## config.mk

```make
export PLATFORM = sky130hd
export DESIGN_NAME = lcd_menu_writer_flat
export DESIGN_NICKNAME = d
export VERILOG_FILES = /design/src/rtl/lcd_menu_writer_if.sv /design/src/rtl/lcd_menu_writer.sv /design/src/flat_wrapper.sv
export SDC_FILE = /design/constraint.sdc
export NUM_CORES = 1
export LEC_CHECK = 0
export BUFFER_PORTS_ARGS = -buffer_cell sky130_fd_sc_hd__buf_2
export CORE_MARGIN = 1
export CORE_UTILIZATION = 51
export CTS_CLUSTER_SIZE = 28
export DETAILED_ROUTE_END_ITERATION = 10
export PLACE_DENSITY = 0.95
export SETUP_SLACK_MARGIN = 0.1
export SLEW_MARGIN = 20
export SYNTH_ARGS = -nofsm -noshare
export SYNTH_HDL_FRONTEND = slang
export SYNTH_SLANG_ARGS = --single-unit
```

## constraint.sdc

```tcl
create_clock -name clk -period 4 [get_ports clk]
set_clock_uncertainty 0.2 [all_clocks]
set_input_delay 0.4 -clock clk [delete_from_list [all_inputs] [get_ports clk]]
set_output_delay 0.4 -clock clk [all_outputs]
set_load 0.005 [all_outputs]
```

## src/rtl/lcd_menu_writer_if.sv

```systemverilog
// Avalon-MM bus between the menu writer (master) and the LCD_Controller (slave).
interface lcd_menu_writer_if;
  logic       address;
  logic       chipselect;
  logic       byteenable;
  logic       read;
  logic       write;
  logic [7:0] writedata;
  logic       waitrequest;
  logic [7:0] readdata;
  logic [1:0] response;

  modport master (
    output address, chipselect, byteenable, read, write, writedata,
    input  waitrequest, readdata, response
  );

  modport slave (
    input  address, chipselect, byteenable, read, write, writedata,
    output waitrequest, readdata, response
  );
endinterface

```

## src/rtl/lcd_menu_writer.sv

```systemverilog
// Menu writer: renders a scrollable N_OPTIONS menu on the LCD controller over
// Avalon-MM, redraws whenever the highlighted option changes, and latches the
// option confirmed by a select pulse.
module lcd_menu_writer #(
  parameter int N_OPTIONS = 4,
  parameter int N_CHARS   = 16,
  parameter int TWO_LINE  = 1,
  parameter int WRAP      = 1,
  localparam int OPT_W    = (N_OPTIONS > 2) ? $clog2(N_OPTIONS) : 1,
  localparam int COL_W    = (N_CHARS > 2) ? $clog2(N_CHARS) : 1
) (
  input  logic                 clk,
  input  logic                 reset,
  input  logic                 nav_left,
  input  logic                 nav_right,
  input  logic                 select,
  lcd_menu_writer_if.master    bus,
  output logic [OPT_W-1:0]     text_option,
  output logic                 text_line,
  output logic [COL_W-1:0]     text_col,
  input  logic [7:0]           text_char,
  output logic [OPT_W-1:0]     option,
  output logic [OPT_W-1:0]     menu_choice,
  output logic                 choice_valid,
  output logic                 busy
);

  localparam int N_STEPS = 1 + N_CHARS + TWO_LINE * (1 + N_CHARS);
  localparam int STEP_W  = $clog2(N_STEPS + 1);
  localparam logic [STEP_W-1:0] LAST_STEP = STEP_W'(N_STEPS - 1);
  localparam logic [OPT_W-1:0]  LAST_OPT  = OPT_W'(N_OPTIONS - 1);

  typedef enum logic [1:0] {IDLE, WRITE_OP, GAP} state_t;

  state_t              state, state_next;
  logic [STEP_W-1:0]   step, step_next;
  logic [OPT_W-1:0]    draw_opt, draw_opt_next;
  logic                load_draw;
  logic                pending;
  logic [OPT_W-1:0]    option_next;
  logic                option_changes;

  logic                is_cmd;
  logic [7:0]          cmd_data;
  logic                line_sel;
  logic [COL_W-1:0]    col_sel;

  logic                write_c;
  logic                address_c;
  logic [7:0]          writedata_c;

  logic                unused_bus;

  assign unused_bus = ^{bus.readdata, bus.response};

  // Decode the current step into a command byte or a (line, column) text fetch
  always_comb begin
    is_cmd   = 1'b1;
    cmd_data = 8'h01;
    line_sel = 1'b0;
    col_sel  = '0;
    if (step == '0) begin
      cmd_data = 8'h01;
    end else if (step <= STEP_W'(N_CHARS)) begin
      is_cmd  = 1'b0;
      col_sel = COL_W'(step - STEP_W'(1));
    end else if (step == STEP_W'(N_CHARS + 1)) begin
      cmd_data = 8'hC0;
    end else begin
      is_cmd   = 1'b0;
      line_sel = 1'b1;
      col_sel  = COL_W'(step - STEP_W'(N_CHARS + 2));
    end
  end

  assign text_option = draw_opt;
  assign text_line   = line_sel;
  assign text_col    = col_sel;

  // Draw sequencer: next state, step/option bookkeeping and bus drive
  always_comb begin
    state_next    = state;
    step_next     = step;
    draw_opt_next = draw_opt;
    load_draw     = 1'b0;
    write_c       = 1'b0;
    address_c     = 1'b0;
    writedata_c   = 8'h00;
    case (state)
      IDLE: begin
        if (pending) begin
          load_draw     = 1'b1;
          draw_opt_next = option;
          step_next     = '0;
          state_next    = WRITE_OP;
        end
      end
      WRITE_OP: begin
        write_c     = 1'b1;
        address_c   = ~is_cmd;
        writedata_c = is_cmd ? cmd_data : text_char;
        if (!bus.waitrequest) begin
          if (step == LAST_STEP && !pending) state_next = IDLE;
          else                               state_next = GAP;
        end
      end
      GAP: begin
        if (pending) begin
          load_draw     = 1'b1;
          draw_opt_next = option;
          step_next     = '0;
        end else begin
          step_next = step + STEP_W'(1);
        end
        state_next = WRITE_OP;
      end
      default: state_next = IDLE;
    endcase
  end

  assign bus.write      = write_c;
  assign bus.chipselect = write_c;
  assign bus.address    = address_c;
  assign bus.writedata  = writedata_c;
  assign bus.byteenable = 1'b1;
  assign bus.read       = 1'b0;

  // Sequencer state register
  always_ff @(posedge clk) begin
    if (reset) begin
      state    <= IDLE;
      step     <= '0;
      draw_opt <= '0;
    end else begin
      state    <= state_next;
      step     <= step_next;
      draw_opt <= draw_opt_next;
    end
  end

  // Navigation: move the highlight, wrapping or saturating; both pulses cancel
  always_comb begin
    option_next = option;
    if (nav_right && !nav_left) begin
      if (option == LAST_OPT) option_next = (WRAP != 0) ? '0 : option;
      else                    option_next = option + OPT_W'(1);
    end else if (nav_left && !nav_right) begin
      if (option == '0) option_next = (WRAP != 0) ? LAST_OPT : option;
      else              option_next = option - OPT_W'(1);
    end
  end

  assign option_changes = (option_next != option);

  // Option, redraw request and confirmed-choice registers; a new change wins
  // over the sequencer consuming the previous request
  always_ff @(posedge clk) begin
    if (reset) begin
      option       <= '0;
      pending      <= 1'b1;
      menu_choice  <= '0;
      choice_valid <= 1'b0;
    end else begin
      option <= option_next;
      if (option_changes) pending <= 1'b1;
      else if (load_draw) pending <= 1'b0;
      if (select) menu_choice <= option;
      choice_valid <= select;
    end
  end

  assign busy = (state != IDLE) || pending;

endmodule

```

## src/flat_wrapper.sv

```systemverilog
// flat-port wrapper written by rule: the top's interface ports become plain ports
module lcd_menu_writer_flat 
#(
  parameter int N_OPTIONS = 4,
  parameter int N_CHARS   = 16,
  parameter int TWO_LINE  = 1,
  parameter int WRAP      = 1,
  localparam int OPT_W    = (N_OPTIONS > 2) ? $clog2(N_OPTIONS) : 1,
  localparam int COL_W    = (N_CHARS > 2) ? $clog2(N_CHARS) : 1
)
  (clk, reset, nav_left, nav_right, select, text_option, text_line, text_col, text_char, option, menu_choice, choice_valid, busy, bus_address, bus_chipselect, bus_byteenable, bus_read, bus_write, bus_writedata, bus_waitrequest, bus_readdata, bus_response);
  lcd_menu_writer_if bus_i ();
  input  logic clk;
  input  logic reset;
  input  logic nav_left;
  input  logic nav_right;
  input  logic select;
  output logic [OPT_W-1:0] text_option;
  output logic text_line;
  output logic [COL_W-1:0] text_col;
  input  logic [7:0] text_char;
  output logic [OPT_W-1:0] option;
  output logic [OPT_W-1:0] menu_choice;
  output logic choice_valid;
  output logic busy;
  output wire logic [$bits(bus_i.address)-1:0] bus_address;
  output wire logic [$bits(bus_i.chipselect)-1:0] bus_chipselect;
  output wire logic [$bits(bus_i.byteenable)-1:0] bus_byteenable;
  output wire logic [$bits(bus_i.read)-1:0] bus_read;
  output wire logic [$bits(bus_i.write)-1:0] bus_write;
  output wire logic [$bits(bus_i.writedata)-1:0] bus_writedata;
  input wire logic [$bits(bus_i.waitrequest)-1:0] bus_waitrequest;
  input wire logic [$bits(bus_i.readdata)-1:0] bus_readdata;
  input wire logic [$bits(bus_i.response)-1:0] bus_response;
  assign bus_address = bus_i.address;
  assign bus_chipselect = bus_i.chipselect;
  assign bus_byteenable = bus_i.byteenable;
  assign bus_read = bus_i.read;
  assign bus_write = bus_i.write;
  assign bus_writedata = bus_i.writedata;
  assign bus_i.waitrequest = bus_waitrequest;
  assign bus_i.readdata = bus_readdata;
  assign bus_i.response = bus_response;
  lcd_menu_writer #(.N_OPTIONS(N_OPTIONS), .N_CHARS(N_CHARS), .TWO_LINE(TWO_LINE), .WRAP(WRAP)) u_core (.clk(clk), .reset(reset), .nav_left(nav_left), .nav_right(nav_right), .select(select), .bus(bus_i), .text_option(text_option), .text_line(text_line), .text_col(text_col), .text_char(text_char), .option(option), .menu_choice(menu_choice), .choice_valid(choice_valid), .busy(busy));
endmodule
```

## After elaboration in Yosys (flattened, before gate mapping)

Cells that the tools add are included.

- Bits of input ports: 24
- Word-level logic and storage cells: 68
- Flip-flop bits (word level): 16

- Magnitude comparators: 1
- Mux-type cells: 29
- Bitwise operators: 1
- Equality and inequality tests: 8
- Reduce and logical (&&, ||, !) cells: 17
- Add/sub/neg operators: 5

Operator list:

| operator | count |
|---|---|
| $mux W8 | 5 |
| $mux W2 | 7 |
| $mux W4 | 3 |
| $mux W6 | 2 |
| $pmux W6 S2 | 1 |
| $mux W1 | 10 |
| $add A6 B1 Y6 const B | 1 |
| $eq A6 B5 Y1 const B | 1 |
| $eq A6 B6 Y1 const B | 1 |
| $le A6 B5 Y1 const B | 1 |
| $logic_not A6 Y1 | 1 |
| $pmux W2 S3 | 1 |
| $reduce_and A2 Y1 | 3 |
| $eq A2 B2 Y1 const B | 2 |
| $logic_not A2 Y1 | 2 |
| $reduce_bool A2 Y1 | 2 |
| $reduce_or A2 Y1 | 2 |
| $sub A4 B1 Y4 const B | 1 |
| $sub A4 B2 Y4 const B | 1 |
| $logic_and A1 B1 Y1 | 3 |
| $logic_not A1 Y1 | 3 |
| $add A2 B1 Y2 const B | 1 |
| $eq A2 B1 Y1 const B | 1 |
| $ne A2 B1 Y1 const B | 1 |
| 5 further kinds | 5 |

## Depth between registers and ports, before layout

Gate-level depths: netlist of the first run.

- Word-level depth: 6
- Mapped depth: 6
- Gate-level depth less buffers: 6

## Worst setup path before layout of the first run

No wires, ideal clock.

- Kind: flip-flop to output port
- From: register u_core.step[0]
- To: output bus_writedata[1]
- Data arrival time: 1.503 ns
- Cell stages (with the launch flop): 7
- Required time: 3.400 ns
- Path slack: 1.897 ns
- Buffers on the path: 0
- Cells stage by stage: dfxtp_1 inv_1 ha_1 nor3b_4 and2_1 nor3_4 and2_1

- Word-level cells in the longest chain between the ends: 6

RTL lines:

| what | line | source |
|---|---|---|
| start: declaration | lcd_menu_writer.sv:36 | `logic [STEP_W-1:0] step, step_next;` |
| start signal: assignment | lcd_menu_writer.sv:136 | `step <= step_next;` |
| parallel branches: the longest is 4 deep, another holds $le A6 B5 Y1 | n/a |  |
| $mux W8 (*) | lcd_menu_writer.sv:101 | `writedata_c = is_cmd ? cmd_data : text_char;` |
| $mux W8 (*) | lcd_menu_writer.sv:89 | `case (state)` |
| end: declaration | flat_wrapper.sv:31 | `output wire logic [$bits(bus_i.writedata)-1:0] bus_writedata;` |

Every way passes the cells marked *.

## Worst setup path after layout of the first run

- From: register u_core.step[0]
- To: output text_col[3]

- Word-level cells in the longest chain between the ends: 4

RTL lines:

| what | line | source |
|---|---|---|
| $sub A4 B2 Y4 / $eq A6 B5 Y1 (equally long branches) | lcd_menu_writer.sv:72, lcd_menu_writer.sv:67 |  |
| $mux W4 | lcd_menu_writer.sv:67 | `end else if (step == STEP_W'(N_CHARS + 1)) begin` |
| $mux W4 | lcd_menu_writer.sv:64 | `end else if (step <= STEP_W'(N_CHARS)) begin` |
| $mux W4 (*) | lcd_menu_writer.sv:62 | `if (step == '0) begin` |
| end: declaration | flat_wrapper.sv:20 | `output logic [COL_W-1:0] text_col;` |

Every way passes the cells marked *; elsewhere a longest branch is shown, timed or not.

==> results of run 1 <==
==> where the power goes <==
part           switching, mW  internal (mW)
combinational         0.0280         0.0316
clock                 0.0517         0.0555
sequential            0.0146          0.167
total                 0.0944          0.254
==> worst min-delay path by stage <==
stage	slack, ns	to	from
3_3_place_gp	0.27	u_core.menu_choice[1]	u_core.menu_choice[1]
2_1_floorplan	0.27	u_core.step[2]	reset
6_report	0.08	u_core.state[1]	bus_waitrequest
4_1_cts	0.08	u_core.state[1]	bus_waitrequest
5_1_grt	0.08	u_core.state[1]	bus_waitrequest
3_5_place_dp	0.28	u_core.menu_choice[0]	u_core.menu_choice[0]
==> cell usage in the layout, fill, tap and decap left out, drive strengths merged, types with 5 or more instances in the layout <==
cell type	instances
a21oi	13
buf	37
ha	9
nor2	15
nor3	7
inv	8
nand2b	8
o21ai	5
and2	7
mux2i	6
dfxtp	16
nand2	5
==> logic make-up after synthesis <==
kind of cell,Yosys count,synth area share (%)
flops,16,27.5
fa+ha+maj,9,9.68
simple gates,59,29.1
compound gates,32,17.0
mux,7,6.13
xor+xnor,2,2.15
other cells,2,0.645
buf+inv,18,7.74
==> layer usage <==
metal | global-route usage, % | routed length [microns]
met5 | 0 | 0
met4 | 7.14 | 28
met3 | 1.85 | 146
met2 | 39.4 | 1170
met1 | 23.9 | 1040
==> flip-flops by register name, summed over array words and instances, names as in the netlist <==
signal / cells
u_core.step: 6
u_core.menu_choice: 2
u_core.option: 2
u_core.state: 2
u_core.text_option: 2
u_core.choice_valid: 1
u_core.pending: 1
==> worst max-delay path, cell delays in order, from the launching register on <==
cell	delay, ns
dfxtp_1	0.55
inv_1	0.12
ha_1	0.26
nor3b_4	0.18
xor2_2	0.22
o211ai_1	0.13
a22o_1	0.25
buf_2	0.12
==> per-stage QoR <==
stage | worst slack, ns | hold slack (ns) | utilization [%]
after global routing | 1.10 | 0.0829 | 65.9
after CTS | 1.30 | 0.0781 | 65.9
after floorplan | 1.90 | 0.269 | -
after detailed placement | 1.62 | 0.279 | 64.1
final | 1.27 | 0.0787 | 65.9
after global placement | 1.70 | 0.270 | 64.1
==> layout make-up <==
cell class / instances / area, sq um / share of cell area, %
Clock buffer: 4 / 36.3 / 2.67
Inverter: 8 / 30.0 / 2.21
Multi-Input combinational cell: 111 / 753 / 55.4
Sequential cell: 16 / 320 / 23.6
Tap cell: 27 / 33.8 / 2.49
Timing Repair Buffer: 37 / 185 / 13.6
==> flow_metrics.env, run 1 <==
export IMPL_outcome="completed"
export IMPL_grt_max_degree=18
export IMPL_worstPathRequired_ns=3.40
export IMPL_yosys_top_cells_area="dfxtp_1 28%, ha_1 9.7%, a21oi_1 5.6%, mux2i_1 5.2%, nor2_1 4.8%"
export IMPL_area_delta_synth_final_pct=16.8
export IMPL_clkSinkCount=16
export IMPL_hold_viol_final=0
export IMPL_diodes=0
export IMPL_htree_num_levels=1
export IMPL_root_buffer="clkbuf_4"
export IMPL_fin_cells=203
export IMPL_worst_setup_path_type="reg2out"
export IMPL_grt_pass1_wl_mm=4.13
export IMPL_synth_edf_count=0
export IMPL_end_kind="output pin"
export IMPL_fin_tns_setup_ns=0
export IMPL_slew_viol_final=0
export IMPL_ant_nets=0
export IMPL_first_pass_iters=4
export IMPL_start_util_pct=56.4
export IMPL_place_area_sq_mm=0.00132
export IMPL_power_leakage_nw=0.682
export IMPL_hp_class="in2reg"
export IMPL_clkTransAtPathRegs_ns=0.09
export IMPL_r2r_start="u_core.step[0]"
export IMPL_yosysWarnings=0
export IMPL_grt_usage_pct=20.8
export IMPL_wl_per_cell_microns=11.8
export IMPL_synth_seq_cells=16
export IMPL_drive_gt1_share_pct=26.1
export IMPL_p_per_area_mw_per_mm2=257
export IMPL_post_cts_buffers=0
export IMPL_peakVddDrop_mv=0.246
export IMPL_syn_mean_instance_area_sq_um=8.02
export IMPL_vias_per_cell=5.47
export IMPL_num_io_pins=50
export IMPL_post_route_min_period_ns=2.73
export IMPL_core_area_sq_mm=0.00206
export IMPL_synthTopCellsByCount="16 x dfxtp_1, 15 x nor2_1, 13 x a21oi_1"
export IMPL_synth_area_sq_mm=0.00116
export IMPL_rr_endpoint="u_core.step[4]"
export IMPL_power_mw=0.349
export IMPL_r2r_setup_slack_ns=2.25
export IMPL_die_height_microns=49.8
export IMPL_gp_congestion=0.806
export IMPL_dp_final_hpwl_mm=1.83
export IMPL_drt_wl_total_mm=2.39
export IMPL_rows=16
export IMPL_syn_nets=178
export IMPL_r2r_cells=4
export IMPL_cts_max_path_buffers=2
export IMPL_synth_top_area_share_pct=27.5
export IMPL_synthFlopType="dfxtp_1"
export IMPL_synth_top_cell_by_area="dfxtp_1"
export IMPL_nNetsFinal=210
export IMPL_final_area_sq_mm=0.00136
export IMPL_crit_path_start="u_core.step[0]"
export IMPL_post_cts_resized=0
export IMPL_yosysMostFrequentCell="dfxtp_1"
export IMPL_min_path_cells=2
export IMPL_first_global_vias=1008
export IMPL_synthArstFlopShare_pct=0
export IMPL_cts_buffers=3
export IMPL_num_vias=1111
export IMPL_syn_inst=145
export IMPL_max_cap_violations=0
export IMPL_die_width_microns=49.8
export IMPL_fmax_mhz=367
export IMPL_setup_viol_count_final=0
export IMPL_die_area_sq_mm=0.00248
export IMPL_synthDistinctLibCells=38
export IMPL_overflow=0
export IMPL_fin_crit_sh_pct=68.2
export IMPL_drtIter0Drc=21
export IMPL_endpoint="text_col[3]"
export IMPL_yosysSeqAreaShare_pct=27.5
export IMPL_hold_buffers=0
export IMPL_path_max_fanout=11
export IMPL_grt_setup_unrepaired="false"
export IMPL_portBuffers=37
export IMPL_fill_cells=181
export IMPL_start_kind="flop"
export IMPL_clk_insertion_delay_late_ns=0.29
export IMPL_cts_tree="yes"
export IMPL_cp_arrival_ns=2.13
export IMPL_dp_cells=199
export IMPL_antenna_found_initial=0
export IMPL_drc=0
Note: power is estimated with default switching activity, not from simulation.
==> inputs of run 2 (changes only) <==
ABC_AREA = 1   (was not set)
CORE_UTILIZATION = 43   (was 51)
PLACE_DENSITY = 0.88   (was 0.95)
clock period = 2.3 ns   (was 4 ns; I/O delays follow)
==> flow_metrics.env, run 2 <==
export IMPL_htree_num_levels=1
export IMPL_root_buffer="clkbuf_4"
export IMPL_num_vias=1232
export IMPL_fmax_mhz=504
export IMPL_synth_seq_cells=16
export IMPL_setup_viol_count_final=0
export IMPL_min_path_cells=2
export IMPL_dp_slack_ns=0.480
export IMPL_fill_cells=258
export IMPL_synth_compound_area_share_pct=13.1
export IMPL_worst_setup_path_type="reg2out"
export IMPL_largest_register="u_core.step"
export IMPL_final_area_sq_mm=0.00144
export IMPL_clk_insertion_delay_late_ns=0.28
export IMPL_synth_top_area_share_pct=26.6
export IMPL_synth_top_cell_by_area="dfxtp_1"
export IMPL_power_leakage_nw=0.789
export IMPL_start_util_pct=47.0
export IMPL_die_width_microns=55.0
export IMPL_core_area_sq_mm=0.00257
export IMPL_gp_congestion=0.834
export IMPL_area_delta_synth_final_pct=19.1
export IMPL_dp_final_hpwl_mm=1.90
export IMPL_r2r_start="u_core.option[0]"
export IMPL_syn_mean_instance_area_sq_um=6.56
export IMPL_path_max_fanout=10
export IMPL_die_area_sq_mm=0.00302
export IMPL_clkSinkCount=16
export IMPL_post_route_min_period_ns=1.98
export IMPL_synth_area_sq_mm=0.00121
export IMPL_start_kind="flop"
export IMPL_synth_top_family_by_area="simple AND/OR/NAND/NOR gates"
export IMPL_syn_nets=217
export IMPL_synth_fa_ha_area_share_pct=9.34
export IMPL_cts_max_path_buffers=2
export IMPL_drive_gt1_share_pct=25.8
export IMPL_yosys_area_share_xor_xnor_pct=1.45
export IMPL_synth_simple_gate_area_share_pct=34.9
export IMPL_cts_tree="yes"
export IMPL_fin_crit_sh_pct=86.2
export IMPL_yosysWarnings=0
export IMPL_crit_family="simple AND/OR/NAND/NOR gates"
export IMPL_yosys_top_cells_area="dfxtp_1 27%, nand2_1 14%, inv_1 9.6%, ha_1 9.3%, a21oi_1 6.6%"
export IMPL_setup_ws_ns=0.316
export IMPL_vias_per_cell=4.91
export IMPL_grt_max_degree=12
export IMPL_worstPathCellList="inv_1 > nand4_1 > nand3_2 > nor2_1 > buf_2"
export IMPL_antenna_found_initial=0
export IMPL_overflow=0
export IMPL_synthDistinctLibCells=27
export IMPL_rows=18
export IMPL_critical_path_buf_inv_count=2
export IMPL_drt_wl_total_mm=2.37
export IMPL_p_per_area_mw_per_mm2=438
export IMPL_synthFlopType="dfxtp_1"
export IMPL_outcome="completed"
export IMPL_r2r_cells=9
export IMPL_clkTransAtPathRegs_ns=0.09
export IMPL_portBuffers=37
export IMPL_final_cell_mix="46 x nand2_1, 37 x buf_2, 30 x inv_1"
export IMPL_yosysMostFrequentCell="nand2_1"
export IMPL_ant_nets=0
export IMPL_grt_pass1_wl_mm=3.76
export IMPL_worstPathRequired_ns=1.87
export IMPL_fin_tns_setup_ns=0
export IMPL_hold_viol_final=0
export IMPL_largest_register_ffs=6
export IMPL_grt_setup_unrepaired="false"
export IMPL_drc=0
export IMPL_num_io_pins=50
export IMPL_r2r_setup_slack_ns=0.77
export IMPL_diodes=0
export IMPL_peakVddDrop_mv=0.441
export IMPL_cp_arrival_ns=1.55
export IMPL_cts_buffers=3
export IMPL_first_global_vias=924
export IMPL_syn_inst=184
export IMPL_synthArstFlopShare_pct=0
export IMPL_end_kind="output pin"
export IMPL_final_common_cell="nand2_1"
export IMPL_hold_path_startpoint="reset"
export IMPL_whs_endpoint="u_core.option[0]"
export IMPL_synth_edf_count=0
export IMPL_wl_per_cell_microns=9.43
export IMPL_crit_path_max_incr_delay_ns=0.51
export IMPL_muxShareOfSynthArea_pct=0
export IMPL_drtIter0Drc=26
export IMPL_slew_viol_final=0
export IMPL_crit_slowest_cell="dfxtp_1"
export IMPL_synthTopCellsByCount="46 x nand2_1, 31 x inv_1, 17 x nor2_1"
export IMPL_rr_endpoint="u_core.pending"
export IMPL_die_height_microns=55.0
export IMPL_max_cap_violations=0
export IMPL_first_pass_iters=4
export IMPL_grt_usage_pct=17.3
export IMPL_hp_class="in2reg"
export IMPL_yosysSeqAreaShare_pct=26.6
export IMPL_place_area_sq_mm=0.00139
export IMPL_nNetsFinal=256
[run 2: worst max-delay path by stage]
| stage | start | cells after the start | slack, ns | to |
|---|---|---|---|---|
| floorplan | u_core.step[0] | 5 | 0.67 | bus_writedata[1] |
| global placement | u_core.step[2] | 8 | 0.49 | text_col[3] |
| detailed placement | u_core.step[2] | 8 | 0.48 | text_col[3] |
| CTS | u_core.step[2] | 8 | 0.17 | text_col[3] |
| global route | u_core.step[4] | 5 | 0.13 | bus_writedata[1] |
| finish | u_core.step[4] | 5 | 0.32 | bus_writedata[5] |
[run 2: layer usage]
metal	vias up	global-route usage [%]	part of all wire (%)	routed length (microns)
met1	538	20.3	45	1070
met5	-	0	0	0
met3	2	3.55	5.4	129
met4	0	5.00	0.80	19
li1	652	-	-	-
met2	40	31.5	49	1150
[run 2: worst reg2reg max path, stage by stage, from the launching register on]
cell and delay [ns]:
dfxtp_1 0.41, inv_1 0.12, ha_1 0.31, inv_1 0.04, nand2_1 0.07, nand2_1 0.07, nand3_1 0.07, nand2_1 0.05
inv_1 0.04, nand2_1 0.04
[run 2: final cells by class]
type / count / area (sq um) / share of cell area (%)
clock buffer: 3 / 22.5 / 1.57
inverter: 31 / 116 / 8.10
multi-input combinational: 130 / 718 / 50.0
sequential: 16 / 322 / 22.4
tap: 30 / 37.5 / 2.61
timing repair buffer: 41 / 220 / 15.3
[run 2: kinds of logic after synthesis]
| logic type | count (synthesis) |
|---|---|
| buf+inv | 38 |
| other cells | 2 |
| xor+xnor | 2 |
| fa+ha+maj | 9 |
| flops | 16 |
| compound gates | 29 |
| simple gates | 88 |
[run 2: stage by stage]
step / instances / power, mW / hold slack, ns / util, %
floorplan: 184 / 0.436 / 0.119 / -
global placement: 246 / 0.484 / 0.261 / 54.1
detailed placement: 246 / 0.491 / 0.270 / 54.1
CTS: 251 / 0.639 / 0.0389 / 55.8
global route: 251 / 0.681 / 0.0547 / 55.9
finish: 251 / 0.630 / 0.0496 / 55.9
[run 2: what timing repair did]
item,CTS,global route
endpoints found under the setup margin,0,10
hold endpoints to repair,5,0
hold buffers,2,0
gates resized for setup,0,3
setup buffers,0,0
[run 2: power by group]
part,switching [mW],total (mW),internal [mW],leakage [nW]
clock network,0.0820,0.143,0.0608,0.0138
registers,0.0222,0.322,0.300,0.132
logic,0.0957,0.165,0.0689,0.643
